`config.mk`:
```
export PLATFORM = sky130hd
export DESIGN_NAME = async_pipe_arbiter
export DESIGN_NICKNAME = d
export VERILOG_FILES = /design/src/rtl/async_pipe_arbiter.sv
export SDC_FILE = /design/constraint.sdc
export NUM_CORES = 1
export LEC_CHECK = 0
export CAP_MARGIN = 20
export CELL_PAD_IN_SITES_DETAIL_PLACEMENT = 2
export CELL_PAD_IN_SITES_GLOBAL_PLACEMENT = 2
export CORE_AREA = 3 3 76 78
export CTS_BUF_LIST = sky130_fd_sc_hd__clkbuf_16
export CTS_CLUSTER_SIZE = 10
export DETAILED_ROUTE_END_ITERATION = 16
export DIE_AREA = 0 0 79 81
export GPL_TIMING_DRIVEN = 0
export PLACE_DENSITY_LB_ADDON = 0.12
export SETUP_SLACK_MARGIN = 0.3
export SLEW_MARGIN = 20
export SYNTH_ARGS = -nofsm -noshare
export SYNTH_HDL_FRONTEND = slang
export SYNTH_SLANG_ARGS = --single-unit
```
`constraint.sdc`:
```
create_clock -name clk -period 2.45 [get_ports clk]
set_input_delay 0.245 -clock clk [delete_from_list [all_inputs] [get_ports clk]]
set_output_delay 0.245 -clock clk [all_outputs]
set_load 0.1 [all_outputs]
```
`src/rtl/async_pipe_arbiter.sv`:
```
// async_pipe_arbiter: clocked front end for a two-phase bundled-data
// micropipeline. Two synchronous sources share the pipeline input through
// round-robin arbitration. The winning token is registered onto pipe_data,
// held for a programmable bundling delay, then announced by toggling
// pipe_req. New traffic waits until the pipeline's acknowledge transition
// has been synchronised back into the clock domain.
//
// Source handshake: a token moves from source N into the block on a rising
// edge where srcN_valid and srcN_ready are both high. srcN_ready is a
// combinational grant that can only be high in IDLE (and never in reset),
// and at most one source is granted per cycle. A source must hold valid and
// data stable until it sees ready.
module async_pipe_arbiter #(
    parameter int WIDTH        = 8,
    parameter int SETUP_CYCLES = 1,   // 1..15, the setup counter is 4 bits
    parameter int CNT_W        = 16
) (
    input  logic             clk,
    input  logic             rst,
    input  logic             src0_valid,
    input  logic [WIDTH-1:0] src0_data,
    output logic             src0_ready,
    input  logic             src1_valid,
    input  logic [WIDTH-1:0] src1_data,
    output logic             src1_ready,
    output logic [WIDTH-1:0] pipe_data,
    output logic             pipe_req,
    input  logic             pipe_ack,
    output logic             busy,
    output logic             last_src,
    output logic [CNT_W-1:0] tok_cnt
);

    typedef enum logic [1:0] {
        IDLE     = 2'd0,
        SETUP    = 2'd1,
        WAIT_ACK = 2'd2
    } state_t;

    state_t             state_q, state_d;
    logic [3:0]         cnt_q, cnt_d;
    logic [WIDTH-1:0]   data_q, data_d;
    logic               req_q, req_d;
    logic               last_src_q, last_src_d;
    logic [CNT_W-1:0]   tok_cnt_q, tok_cnt_d;
    logic               ack_meta_q, ack_meta_d;
    logic               ack_s_q, ack_s_d;

    logic               hs_done;
    logic               can_accept;
    logic               pick1;

    // Handshake is complete when the synchronised ack has caught up with req.
    assign hs_done = (ack_s_q == req_q);

    // State register: FSM, datapath and the two-flop ack synchroniser.
    always_ff @(posedge clk or posedge rst) begin
        if (rst) begin
            state_q    <= IDLE;
            cnt_q      <= '0;
            data_q     <= '0;
            req_q      <= 1'b0;
            last_src_q <= 1'b1;
            tok_cnt_q  <= '0;
            ack_meta_q <= 1'b0;
            ack_s_q    <= 1'b0;
        end else begin
            state_q    <= state_d;
            cnt_q      <= cnt_d;
            data_q     <= data_d;
            req_q      <= req_d;
            last_src_q <= last_src_d;
            tok_cnt_q  <= tok_cnt_d;
            ack_meta_q <= ack_meta_d;
            ack_s_q    <= ack_s_d;
        end
    end

    // Next-state: accept in IDLE, count down the bundling delay in SETUP,
    // then wait for the ack to match req before returning to IDLE.
    always_comb begin
        state_d    = state_q;
        cnt_d      = cnt_q;
        data_d     = data_q;
        req_d      = req_q;
        last_src_d = last_src_q;
        tok_cnt_d  = tok_cnt_q;
        ack_meta_d = pipe_ack;
        ack_s_d    = ack_meta_q;
        case (state_q)
            IDLE: begin
                if (src0_ready || src1_ready) begin
                    data_d     = pick1 ? src1_data : src0_data;
                    last_src_d = pick1;
                    cnt_d      = 4'(SETUP_CYCLES);
                    state_d    = SETUP;
                end
            end
            SETUP: begin
                // Counter hits zero SETUP_CYCLES edges after accept; the
                // toggle happens on the edge after that.
                if (cnt_q == 4'd0) begin
                    req_d   = ~req_q;
                    state_d = WAIT_ACK;
                end else begin
                    cnt_d = cnt_q - 4'd1;
                end
            end
            WAIT_ACK: begin
                if (hs_done) begin
                    tok_cnt_d = tok_cnt_q + CNT_W'(1);
                    state_d   = IDLE;
                end
            end
            default: state_d = IDLE;
        endcase
    end

    // Outputs: round-robin grant (ties go to the source not served last)
    // and the busy flag. Grants are blocked in reset and while an ack
    // transition is still outstanding, which also absorbs a pipeline that
    // leaves reset with its acknowledge high.
    always_comb begin
        can_accept = !rst && (state_q == IDLE) && hs_done;
        pick1      = src1_valid && (!src0_valid || !last_src_q);
        src0_ready = can_accept && src0_valid && !pick1;
        src1_ready = can_accept && pick1;
        busy       = (state_q != IDLE);
    end

    assign pipe_data = data_q;
    assign pipe_req  = req_q;
    assign last_src  = last_src_q;
    assign tok_cnt   = tok_cnt_q;

endmodule

```
After elaboration in Yosys (flattened, before gate mapping) --
Cells that the tools add are included.
Operators by class: reductions and logical operators 21, $add $sub $neg 2, bitwise logic cells 1, eq/ne operators 7, multipliers 0, div/mod/pow operators 0, muxes and demuxes 8, $lt $le $gt $ge 0, shift operators 0
Operators with widths (count):
- $add 16x1->16 const B | 1
- $mux 4 | 2
- $mux 8 | 1
- $ne 2x2->1 const B | 4
- $pmux 4 s2 | 1
- $logic_and 1x1->1 | 6
- $mux 2 | 3
- $pmux 2 s3 | 1
- $reduce_and 2->1 | 3
- $reduce_and 3->1 | 2
- $logic_not 1->1 | 4
- $logic_not 4->1 | 1
- $reduce_bool 2->1 | 2
- $sub 4x1->4 const B | 1
- $eq 2x1->1 const B | 1
- $eq 2x2->1 const B | 1
- $logic_not 2->1 | 1
- $logic_or 1x1->1 | 2
- $eq 1x1->1 | 1
- $not 1->1 | 1
Storage, ports and cells: output and inout port bits 29, memories 0, bits in read-only memories 0, latch bits 0, memory bits (writable) 0, register bits after elaboration 34, word-level logic and storage cells 47, input port bits 21

Depth between registers and ports, before layout --
Gate-level depths: netlist of run 1.
word-level depth 8, gate-level depth with buffers 6, depth with buffers taken out 6

Worst setup path after synthesis of run 1 --
No wires, ideal clock.
kind reg-to-output, start point register req_q (netlist: pipe_req), end point output port src0_ready, arrival 2.932 ns, required time 2.205 ns, path buffers 0, cell stages (with the launch flop) 5, path slack -0.727 ns, cell sequence dfrtp_1 xor2_2 nor3_1 nand2_1 nor2_1
On the way: cells in the longest elaborated chain, start to end 4
RTL lines:
- from (decl) | RTL line 43 | logic req_q, req_d;
- from (signal assigned) | RTL line 71 | req_q <= req_d;
- $eq 1x1->1 | RTL line 54 | assign hs_done = (ack_s_q == req_q);
- $logic_and 1x1->1 | RTL line 124 | can_accept = !rst && (state_q == IDLE) && hs_done;
- $logic_and 1x1->1 (2 in a row) | RTL line 126 | src0_ready = can_accept && src0_valid && !pick1;
- to (decl) | RTL line 22 | output logic src0_ready,
No other way between the ends.

Worst setup path in the final report of run 1 --
start point register tok_cnt_q[1] (netlist: tok_cnt[1]), end point output port tok_cnt[1]
RTL lines:
- from (decl) | RTL line 45 | logic [CNT_W-1:0] tok_cnt_q, tok_cnt_d;
- from (signal assigned) | RTL line 73 | tok_cnt_q <= tok_cnt_d;
- to (decl) | RTL line 31 | output logic [CNT_W-1:0] tok_cnt
No word-level cell between the ends.

==> impl_metrics.ini, run 1 <==
[global_route]
grt_overflow_total = 0
grt_pass1_wl_um = 7380
antenna_found_initial = 0
grtUsageTotal_pct = 14.8
grt_pass1_vias = 1476
grt_max_degree = 35

[timing]
max_clock_freq_mhz = 480
fin_tns_setup_ps = 0
slew_headroom_pct = 33.2
report.final.slew_viol_count = 0
rsz0062_at_grt = false
fin_crit_ps = 2080
min_period_over_period_pct = 85.0
skew_ps = 2.63
tightestPinTransition_ps = 999
hold_viol = 0
setup-violations-final = 0

[logic_synthesis]
netlist.area_leader.share_pct = 51.8
syn_nets = 166
synth_top_area_cell = dfrtp_1
syn_avg_cell_area_um2 = 11.2
ys_types = 37
synthTopCellsByCount = dfrtp_1, nand2_1, xnor2_1, mux2i_1, o21a_1
yosys_warnings = 0
synth-edff-count = 0
synthArstFlopShare_pct = 100
synth-seq-cells = 34
yosysMostFrequentCell = dfrtp_1
ys_seq_area_share_pct = 53.5
synth_area_leaders = dfrtp_1, xnor2_1, mux2i_1
ys.flop_type = dfrtp_1
synth_area_mm2 = 0.00159
syn_inst = 142

[die]
die_x_um = 79
coreArea_mm2 = 0.00514
start_util_pct = 31.0
pin_count = 50
placementRows = 26
die_area_mm2 = 0.00640
die_height_um = 81

[critical_path]
critPathMaxStageDelay_ps = 1160
cp.required_ps = 2200
worst_ep_arrival_time_ps = 1840
crit_chain = clkdlybuf4s50_1
timing_worst_setup_path_type = reg2out
end_kind = output pin
path_buf_inv = 1
cp_max_fo = 5
critPathTopFamily = buffers and inverters
crit_path_start_kind = flop
crit_slowest_cell = clkdlybuf4s50_1

[placement]
io_buffers = 49
hpwlAfterDp_um = 3150
gp_congestion = 0.714

[finish]
drive_gt1_share_pct = 11.6
antenna_cells = 0
area_growth_pct = 46.0
fin_util_pct = 45.3
nNetsFinal = 222

[clock_tree]
cts-root-buf = clkbuf_16
cts_max_level = 2
cts_buffer_depth = 2
cts_tree = yes
path_clk_slew_ps = 50
clkLatencyLatePin_ps = 270
clock_sinks = 34
numCtsBuffers = 5

[min_path]
min_path_type = reg2reg

[power_and_ir_drop]
power_density_mw_per_mm2 = 1330
leakagePower_uw = 0.00109
max-vdd-ir-drop_uv = 806

[routing]
drcViolationCount = 0
vias = 1256
dr.pass1.iters = 2
viasPerCell = 4.69
routed_wl_um = 4320
drtIter0Drc = 26
wire_per_inst_um = 16.1
antenna_left = 0

[run_status]
status = finished, final reports clean

[flow_run]
drv_cap = 0
-- cell usage in the layout (no fill, tap or decap), types with 2 or more instances in the layout --
cell and count:
nor2b_1 3, nand3_1 4, dfrtp_1 32, nor3_1 3, buf_4 2, xor2_1 3
clkdlybuf4s50_1 39, and4_1 2, nor3_2 2, mux2i_1 8, dlygate4sd2_1 2, nand2_1 20
dlymetal6s2s_1 6, ha_1 3, xnor2_1 14, a21oi_1 2, inv_1 7, nand4_1 5
nor2_1 4, clkbuf_16 5, o21a_1 8
-- final timing paths --
kind | start | endpoint | slack (ps) | depth (start not counted)
max | tok_cnt[1]$_DFFE_PP0P_ | tok_cnt[1] | 370 | 1
min | ack_meta_q$_DFF_PP0_ | ack_s_q$_DFF_PP0_ | 350 | 0
max reg2reg | cnt_q[0]$_DFFE_PP0P_ | cnt_q[3]$_DFFE_PP0P_ | 680 | 6
min reg2reg | ack_meta_q$_DFF_PP0_ | ack_s_q$_DFF_PP0_ | 350 | 0
max in group asynchronous | rst | pipe_req$_DFFE_PP0P_ | 1430 | 2
min in group asynchronous | rst | ack_s_q$_DFF_PP0_ | 520 | 2
-- flip-flops by register name, indices dropped and copies added, names as in the netlist --
name,flops
ack_meta_q,1
pipe_req,1
last_src,1
state_q,2
cnt_q,4
ack_s_q,1
pipe_data,8
tok_cnt,16
-- final cells by class --
type	instances	area (um^2)
buffer	3	17.5
clock buffer	5	125
clock inverter	2	7.51
fill	564	2810
inverter	6	22.5
multi-input combinational	99	714
sequential	34	853
tap	70	87.6
timing repair buffer	49	498
-- per-layer routing --
layer  vias up  global-route usage (%)  share of wire [%]
met3         5                    3.66                4.1
met4         0                    4.12               0.97
met5         -                       0                  0
li1        589                       -                  -
met1       626                    16.9                 44
met2        36                    27.4                 51
-- what timing repair did --
action,in CTS,in global routing
hold buffers,0,0
cloned,0,0
setup endpoints to repair,4,7
gates resized for setup,13,8
buffers inserted,0,0
hold endpoints to repair,0,0
pin swaps,0,0
-- power by group --
part           internal (uW)  switching [uW]  leakage, uW
logic                    427            1220     0.000591
clock network            363             219    0.0000723
registers                724             130     0.000429
-- kinds of logic after synthesis --
group / synth area share, %
AND/OR/NAND/NOR: 19.3
buffers and inverters: 2.51
flip-flops: 53.5
adder cells (fa/ha/maj): 2.36
multiplexers: 5.73
AO/OA/AOI/OAI: 6.21
XOR/XNOR: 10.4
-- stage by stage --
stage	setup WS (ps)	area [um^2]	hold slack, ps	power, uW	cells
detailed placement	-422	2180	343	2540	261
global placement	-372	2180	341	2480	261
floorplan	344	1600	276	2110	142
CTS	198	2300	362	3130	268
global route	313	2330	375	3250	268
finish	366	2330	354	3090	268
Power figures use the tool's default switching activity.
==> inputs of run 2 (changes only) <==
GPL_TIMING_DRIVEN = default   (was 0)
==> run 2 against run 1 <==
Clock skew is 2.2 ps higher. Worst setup slack better by 58 ps. First-iteration DRC count is 12% higher. Register-to-register slack better by 20 ps. Design area is 1.1% lower. Wire length is 3.3% higher.
==> impl_metrics.ini, run 2 (synthesized netlist as in run 1, its figures left out) <==
[run_status]
status = finished, final reports clean

[critical_path]
crit_path_start_kind = flop
crit_chain = or2_2 -> nor3_1 -> nand2_1 -> nor2_4 -> buf_12
critPathTopFamily = simple AND/OR/NAND/NOR gates
cp_max_fo = 5
crit_slowest_cell = dfrtp_1
path_buf_inv = 1
crit_path_start = state_q[1]$_DFFE_PP0P_
critPathMaxStageDelay_ps = 420
end_kind = output pin
timing_worst_setup_path_type = reg2out
rrSetupSlack_ps = 700
cp.required_ps = 2200
worstReg2RegStart = cnt_q[0]$_DFFE_PP0P_
worst_ep_arrival_time_ps = 1780

[routing]
dr.pass1.iters = 3
drcViolationCount = 0
drtIter0Drc = 29
antenna_left = 0
routed_wl_um = 4460
viasPerCell = 4.70
vias = 1265
wire_per_inst_um = 16.6

[clock_tree]
cts_max_level = 2
cts_tree = yes
clock_sinks = 34
post-cts-setup-buffers = 0
cts_buffer_depth = 2
path_clk_slew_ps = 50
numCtsBuffers = 5
cts-root-buf = clkbuf_16
ctsHoldBuffers = 0
cts_resized = 0
clkLatencyLatePin_ps = 270

[placement]
placed_area_mm2 = 0.00214
gp_congestion = 0.759
hpwlAfterDp_um = 3370
io_buffers = 49

[finish]
drive_gt1_share_pct = 24.6
area_growth_pct = 44.5
regArea_um2 = 853
mostFrequentLayoutCell = dfrtp_1
mostFrequentLayoutCells = dfrtp_1, buf_4, nand2_1, clkdlybuf4s50_1, xnor2_1
fin_area_mm2 = 0.00230
largest_register_ffs = 16
antenna_cells = 0
multi_input_area_um2 = 709
nNetsFinal = 222
nFillCells = 557

[timing]
setup-violations-final = 0
hold_viol = 0
skew_ps = 4.85
min_period_over_period_pct = 82.7
report.final.slew_viol_count = 0
slew_headroom_pct = 61.9
tightestPinTransition_ps = 570
fin_tns_setup_ps = 0
rsz0062_at_grt = false
fin_crit_ps = 2030
max_clock_freq_mhz = 494

[die]
pin_count = 50
die_x_um = 79
die_area_mm2 = 0.00640
placementRows = 26
die_height_um = 81
start_util_pct = 31.0
coreArea_mm2 = 0.00514

[power_and_ir_drop]
leakagePower_uw = 0.00104
max-vdd-ir-drop_uv = 915
power_density_mw_per_mm2 = 1390

[global_route]
grtUsageTotal_pct = 15.3
grt_overflow_total = 0
grt_pass1_vias = 1446
grt_pass1_wl_um = 7470
grt_max_degree = 30
antenna_found_initial = 0

[min_path]
min_path_type = in2async

[flow_run]
drv_cap = 0
==> run 2: changes by cell type in the layout (fill, tap and decap cells not counted), sizes merged <==
cell / before / now
buf: 3 / 32
clkdlybuf4s50: 39 / 20
dlygate4sd2: 2 / 0
bufinv: 0 / 1
dlymetal6s2s: 6 / 0
clkbuf: 7 / 5
==> run 2: area by class of cell <==
type,count,area share (%)
Sequential cell,34,37.1
Multi-Input combinational cell,99,30.8
Timing Repair Buffer,52,20.2
Clock buffer,5,5.44
Tap cell,70,3.81
Clock inverter,3,1.63
Inverter,6,0.979
==> run 2: per-stage QoR <==
step	cells	total power, uW	util (%)	setup slack, ps	hold WS, ps
2_1_floorplan	142	2110	-	344	276
3_3_place_gp	261	2460	41.6	721	338
3_5_place_dp	261	2510	41.6	682	343
4_1_cts	269	3230	44.8	415	292
5_1_grt	269	3350	44.8	314	306
6_report	269	3190	44.8	425	294
==> run 2: metal layers <==
layer  global-route usage, %  vias to the layer above  part of all wire (%)
li1                        -                      594                     -
met1                    17.4                      634                    41
met2                    27.9                       35                    54
met3                    4.55                        2                   4.9
met4                    4.12                        0                  0.45
met5                       0                        -                     0
==> run 2: power breakdown <==
part / internal (uW) / total (uW) / switching [uW]
logic: 412 / 1630 / 1220
clock network: 472 / 688 / 217
registers: 724 / 866 / 142
total: 1610 / 3190 / 1580
==> run 2: final timing paths <==
| check | end | cells past startpoint |
|---|---|---|
| worst min-delay path | pipe_data[1]$_DFFE_PP0P_ | 2 |
| worst max register to register | cnt_q[3]$_DFFE_PP0P_ | 6 |
| worst max-delay path | src0_ready | 5 |
| min in group clk | ack_s_q$_DFF_PP0_ | 0 |
| worst min register to register | ack_s_q$_DFF_PP0_ | 0 |
| max in group asynchronous | pipe_req$_DFFE_PP0P_ | 3 |
==> inputs of run 3 (changes only) <==
CORE_AREA = 3 3 83 85   (was 3 3 76 78)
DIE_AREA = 0 0 86 88   (was 0 0 79 81)
clock period = 1.7 ns   (was 2.45 ns; I/O delays follow)
==> run 3 against run 2 <==
The flow now finishes with violations (setup timing). Worst setup slack got worse by 450 ps. Clock-buffer cell count unchanged. Critical endpoint unchanged. Critical path depth unchanged. Global-route usage decreased by 0.92 points. Register-to-register slack got worse by 680 ps. Cell count increased by 14%.
==> impl_metrics.ini, run 3 (synthesized netlist as in run 1, its figures left out) <==
[run_status]
status = complete, but fails checks
violations = setup timing

[timing]
setup-violations-final = 1
setup_slack_ps = -25.2
max_clock_freq_mhz = 580
fin_crit_ps = 1730
tightestPinTransition_ps = 371
min_period_over_period_pct = 101
fin_tns_setup_ps = -25.2
skew_ps = 6.83
report.final.slew_viol_count = 0
hold_viol = 0
slew_headroom_pct = 74.9
rsz0062_at_grt = true

[critical_path]
crit_chain = or2_4 -> nor3_4 -> nand2_2 -> nor2_4 -> buf_12
end_kind = output pin
timing_worst_setup_path_type = reg2out
crit_slowest_cell = dfrtp_1
cp_max_fo = 3
worst_ep_arrival_time_ps = 1560
critPathTopFamily = simple AND/OR/NAND/NOR gates
cp.required_ps = 1530
path_buf_inv = 1
crit_path_start_kind = flop
critPathMaxStageDelay_ps = 390

[finish]
largest_register_ffs = 16
drive_gt1_share_pct = 57.0
area_growth_pct = 94.5
mostFrequentLayoutCell = buf_4
stdcell_count = 307
nFillCells = 595
regArea_um2 = 891
multi_input_area_um2 = 963
fin_area_mm2 = 0.00310
nNetsFinal = 253
antenna_cells = 0
mostFrequentLayoutCells = buf_4, buf_12, clkdlybuf4s50_1, dfrtp_1, buf_6

[global_route]
grt_pass1_wl_um = 8260
grtUsageTotal_pct = 14.4
grt_overflow_total = 0
grt_max_degree = 21
grt_pass1_vias = 1597
antenna_found_initial = 0

[die]
coreArea_mm2 = 0.00628
die_area_mm2 = 0.00757
pin_count = 50
start_util_pct = 25.4
die_height_um = 88
die_x_um = 86
placementRows = 29

[placement]
dp_worst_setup_slack_ps = 40.6
hpwlAfterDp_um = 3570
placed_area_mm2 = 0.00250
gp_congestion = 0.742
post-place-cells = 272
io_buffers = 49

[routing]
drtIter0Drc = 13
wire_per_inst_um = 17.7
antenna_left = 0
routed_wl_um = 5440
drcViolationCount = 0
vias = 1406
viasPerCell = 4.58
dr.pass1.iters = 3

[clock_tree]
cts_max_level = 2
numCtsBuffers = 5
clkLatencyLatePin_ps = 280
cts-root-buf = clkbuf_16
path_clk_slew_ps = 60
cts_tree = yes
clock_sinks = 34
cts_buffer_depth = 2

[min_path]
min_path_type = in2async

[power_and_ir_drop]
power_density_mw_per_mm2 = 1800
max-vdd-ir-drop_uv = 1030
total_power_uw = 5560
leakagePower_uw = 0.00140

[flow_run]
drv_cap = 0
run 3: final timing paths:
check                                  startpoint                      to  slack, ps  cells after the start
setup / recovery           state_q[1]$_DFFE_PP0P_              src0_ready        -30                      5
hold / removal                                rst    cnt_q[2]$_DFFE_PP0P_        290                      2
setup reg to reg             pipe_req$_DFFE_PP0P_    cnt_q[1]$_DFFE_PP0P_         20                      6
hold reg to reg              ack_meta_q$_DFF_PP0_       ack_s_q$_DFF_PP0_        360                      0
max in group asynchronous                     rst  tok_cnt[0]$_DFFE_PP0P_        820                      3
min in group clk                         pipe_ack    ack_meta_q$_DFF_PP0_        340                      1
run 3: per-stage QoR:
| stage | utilization [%] | hold WS [ps] |
|---|---|---|
| after floorplan | - | 201 |
| after global placement | 39.9 | 336 |
| after detailed placement | 39.9 | 358 |
| after CTS | 45.3 | 280 |
| after global routing | 49.4 | 326 |
| final | 49.4 | 288 |
run 3: repair_timing:
item,CTS,global route
setup buffers,16,10
endpoints found under the hold margin,0,0
endpoints found under the setup margin,30,32
gates cloned,1,0
pin swaps,22,25
resized for setup,19,44
hold buffers,0,0
run 3: power by group:
group          switching [uW]  internal, uW
logic                    2120          1310
clock network             341           527
registers                 195          1080
run 3: area by class of cell:
class                   count  share of cell area (%)
flip-flops and latches     34                    28.8
repair buffers             83                    31.9
multi-input cells          99                    31.1
clock buffers               5                    4.04
inverters                   6                   0.727
clock inverters             3                   0.363
well taps                  77                    3.11
run 3: routing by layer:
metal	GRT usage, %	up-vias	share of wire, %
li1	-	655	-
met1	15.7	709	38
met2	26.5	35	55
met3	4.42	7	5.4
met4	4.75	0	1.2
met5	0	-	0
